===== src/rtl/nibble_demux_packer.sv =====
// nibble_demux_packer: scatters a 4-bit stream into lanes 0..15 of a 64-bit word, handed off on valid/ready.
// Define DEMUX_FLUSH_EN to add the flush port, which emits a partially filled word.
module nibble_demux_packer (
    input  logic        clk,
    input  logic        rst,
    input  logic [3:0]  in_data,
    input  logic        in_valid,
    output logic        in_ready,
`ifdef DEMUX_FLUSH_EN
    input  logic        flush,
`endif
    output logic [63:0] out_data,
    output logic        out_valid,
    input  logic        out_ready,
    output logic [4:0]  out_lanes
);
    typedef enum logic {FILL, HOLD} state_t;
    state_t      state_q, state_d;
    logic [3:0]  ptr_q, ptr_d;
    logic [63:0] stage_q, stage_d;
    logic [4:0]  lanes_q, lanes_d;
    logic        acc, take, close;
    assign acc  = in_valid && state_q == FILL;
    assign take = out_ready && state_q == HOLD;
`ifdef DEMUX_FLUSH_EN
    assign close = (acc && ptr_q == 4'd15) || (flush && state_q == FILL && (acc || ptr_q != 4'd0));
`else
    assign close = acc && ptr_q == 4'd15;
`endif
    // ptr parks at 15 on a full word; only the handshake returns it to 0
    always_comb begin
        state_d = close ? HOLD : take ? FILL : state_q;
        ptr_d   = take ? 4'd0 : (acc && ptr_q != 4'd15) ? ptr_q + 4'd1 : ptr_q;
        stage_d = take ? 64'h0 : acc ? stage_q | (64'(in_data) << {ptr_q, 2'b00}) : stage_q;
        lanes_d = take ? 5'd0 : close ? {1'b0, ptr_q} + {4'd0, acc} : lanes_q;
    end
    always_ff @(posedge clk) begin
        if (rst) begin
            state_q <= FILL;
            ptr_q   <= 4'd0;
            stage_q <= 64'h0;
            lanes_q <= 5'd0;
        end else begin
            state_q <= state_d;
            ptr_q   <= ptr_d;
            stage_q <= stage_d;
            lanes_q <= lanes_d;
        end
    end
    assign in_ready  = state_q == FILL;
    assign out_valid = state_q == HOLD;
    assign out_data  = stage_q;
    assign out_lanes = lanes_q;
endmodule

===== config.mk =====
export PLATFORM = sky130hd
export DESIGN_NAME = nibble_demux_packer
export DESIGN_NICKNAME = d
export VERILOG_FILES = /design/src/rtl/nibble_demux_packer.sv
export SDC_FILE = /design/constraint.sdc
export NUM_CORES = 1
export LEC_CHECK = 0
export CAP_MARGIN = 20
export CORE_UTILIZATION = 47
export CTS_BUF_LIST = sky130_fd_sc_hd__clkbuf_16
export DETAILED_ROUTE_END_ITERATION = 10
export HOLD_SLACK_MARGIN = 0.15
export MAX_ROUTING_LAYER = met4
export PLACE_DENSITY = 0.87
export RECOVER_POWER = 50
export SLEW_MARGIN = 5
export SYNTH_ARGS = -nofsm -noshare
export SYNTH_HDL_FRONTEND = slang
export SYNTH_SLANG_ARGS = --single-unit

===== constraint.sdc =====
create_clock -name clk -period 1.9 [get_ports clk]
set_clock_uncertainty 0.15 [all_clocks]
set_input_delay 0.38 -clock clk [delete_from_list [all_inputs] [get_ports clk]]
set_output_delay 0.38 -clock clk [all_outputs]
set_load 0.05 [all_outputs]

==> results.ini, run 1 <==
[clock_network]
clock_path_buffers = 2
htreeDepth = 3
clk_pin_slew_ns = 0.05
cts_sinks = 74
cts-hold-fix-buffers = 0
ctsResizeCount = 0
cts_root_buf = clkbuf_16
clock_latency_ns = 0.33
post_cts_buffers = 0
cts_buffers = 9
cts_tree = done

[floorplanning]
rows = 27
die_w_um = 77.85
die-area_sq_um = 6060
ioPinCount = 79
start_util = 0.4880
dieHeight_um = 77.85
core_area_sq_um = 5540

[detailed_routing]
drc = 0
drtPass1Iterations = 4
drtIter0Drc = 127
avgViaCountPerCell = 5.429
vias = 2416
ant_nets = 0
wl_per_cell_um = 15.43
drt_wl_total_mm = 6.867

[placement]
globalplace.congestion = 0.8436
port_buffers = 78
place_hpwl_mm = 4.612
dp_cells = 430
pre_cts_ws_ns = -0.1306

[power_and_ir_drop]
ir_drop_mv = 0.6543
p_per_area_nw_per_um2 = 953.4
p_total_mw = 3.248
p_leak_nw = 1.301

[final_layout]
final.fill_count = 515
layout_commonest_cell = dfxtp_1
fin_nets = 380
layout_common_cells = dfxtp_1 (74), a21oi_1 (72), clkbuf_1 (68)
drive_above_1_share = 0.1153
utilization = 0.6150
finalNonFillerCells = 445
n_antenna_cell = 0
area_growth_pct = 26.01

[run_status]
status = complete, no violations

[timing]
worst_pin_slew_ns = 0.6509
hold_viol = 0
fmax_mhz = 578.4
fin_ws_ns = 0.1711
finalSetupViolCount = 0
relSlewSlack = 0.5679
post-route-period-util = 0.9100
grt_setup_unrepaired = no
period_needed_ns = 1.729
final_max_slew_viol_count = 0

[yosys]
synth_area_per_cell_sq_um = 9.324
ys_types = 30
ys_warn_count = 0
synth_area_sq_um = 2704
syn_nets = 301
ys_seq_area_frac = 0.5479
synth-seq-cells = 74
postSynthCellCount = 290

[grt]
grt_max_degree = 47
overflow = 0
grt_usage = 0.2407
antenna_found_initial = 0
grt_pass1_vias = 2230
grt_pass1_wl_mm = 10.85

[critical_path]
cp_max_fo = 16
critical_path_class = primary input to flop
reg2reg_depth = 3
cp_data_arrival_time_ns = 1.83
crit_required_ns = 2.00
worstSetupEndpointType = flop
startpoint_type = primary input

[min_path]
hold_class = flop to flop
hold_depth = 2

[run]
maxCapViolCount = 0

-- metal layers --
metal  global-route usage  up-vias  wire (um)
met5                    -        -          0
met4               0.1094        0        111
met2               0.3867       81       3316
met1               0.2909     1164       3058
li1                     -     1161          -
met3              0.04824       10        381
-- synthesized netlist by cell type --
library cell  instances  area [sq um]
a21o_1                1         7.510
and3b_1               2         17.52
nand3_1               5         25.02
ha_1                  3         37.54
a211oi_1              1         7.510
and4b_1               5         50.05
o211ai_1              1         7.510
o21ai_0               4         20.02
dfxtp_1              74          1481
nor3b_4               1         18.77
o31ai_1               1         7.510
buf_2                 8         40.04
nor3_1                4         20.02
nand2b_4              1         13.76
nor4b_2               4         60.06
and3_1                2         12.51
nor2_1               65         244.0
nor3b_1               2         15.01
nand4b_1              1         8.760
a41oi_1               1         8.760
inv_1                 3         11.26
and4bb_2              8         100.1
clkbuf_1              8         30.03
buf_6                 3         33.78
nand2_1               2         7.510
or3_1                 1         6.260
a2bb2oi_1             1         8.760
a21oi_1              72         360.4
buf_4                 5         37.54
clkbuf_2              1         5.000
-- registers in the layout, indices dropped and copies added (netlist names) --
name	flops
out_data	64
out_lanes	5
out_valid	1
ptr_q	4
-- where the power goes --
group          switching (mW)  internal [mW]  total, mW  leakage, nW
combinational           0.145         0.0784      0.223        0.573
sequential             0.0132           1.57       1.58        0.597
clock                   0.589          0.854       1.44        0.130
-- critical path, cell delays in order --
cell,delay (ns)
clkdlybuf4s50_1,0.60
and3_1,0.57
a21oi_1,0.14
nor2_1,0.14
-- path summary, 6_finish.rpt --
kind | slack [ns] | start | to
max | 0.17 | in_valid | out_data[58]
min | 0.32 | out_data[37] | out_data[37]
max reg2reg | 0.23 | ptr_q[2] | out_data[58]
min reg2reg | 0.32 | out_data[37] | out_data[37]
-- area by class of cell --
type	instances	area (sq um)	area share
Clock buffer	9	225.2	0.06610
Clock inverter	6	27.53	0.008079
Inverter	3	11.26	0.003305
Multi-Input combinational cell	188	1066	0.3129
Sequential cell	74	1481	0.4348
Tap cell	72	90.09	0.02644
Timing Repair Buffer	93	505.5	0.1484
-- cells by family (layout without fill, tap and decap cells) --
| group | count (synthesis) | after routing | synth area share |
|---|---|---|---|
| buffers and inverters | 28 | 111 | 0.05831 |
| AO/OA/AOI/OAI | 82 | 82 | 0.1583 |
| flip-flops | 74 | 74 | 0.5479 |
| AND/OR/NAND/NOR | 103 | 103 | 0.2217 |
| adder cells (fa/ha/maj) | 3 | 3 | 0.01388 |
-- through the flow --
step / TNS, ns / hold slack (ns) / area, sq um
5_1_grt: 0 / 0.3375 / 3407
3_3_place_gp: -0.8173 / 0.3004 / 3428
2_1_floorplan: 0 / 0.2950 / 2705
3_5_place_dp: -1.983 / 0.3098 / 3428
4_1_cts: 0 / 0.3238 / 3681
6_report: 0 / 0.3160 / 3407
No activity file was read; power rests on OpenSTA's default activity.
==> run 2: changes to the inputs <==
- SKIP_CTS_REPAIR_TIMING: default -> 1
- TNS_END_PERCENT: default -> 1
==> results of run 2 <==
Same layout as run 1: the final DEF is identical, and so are final timing and power.
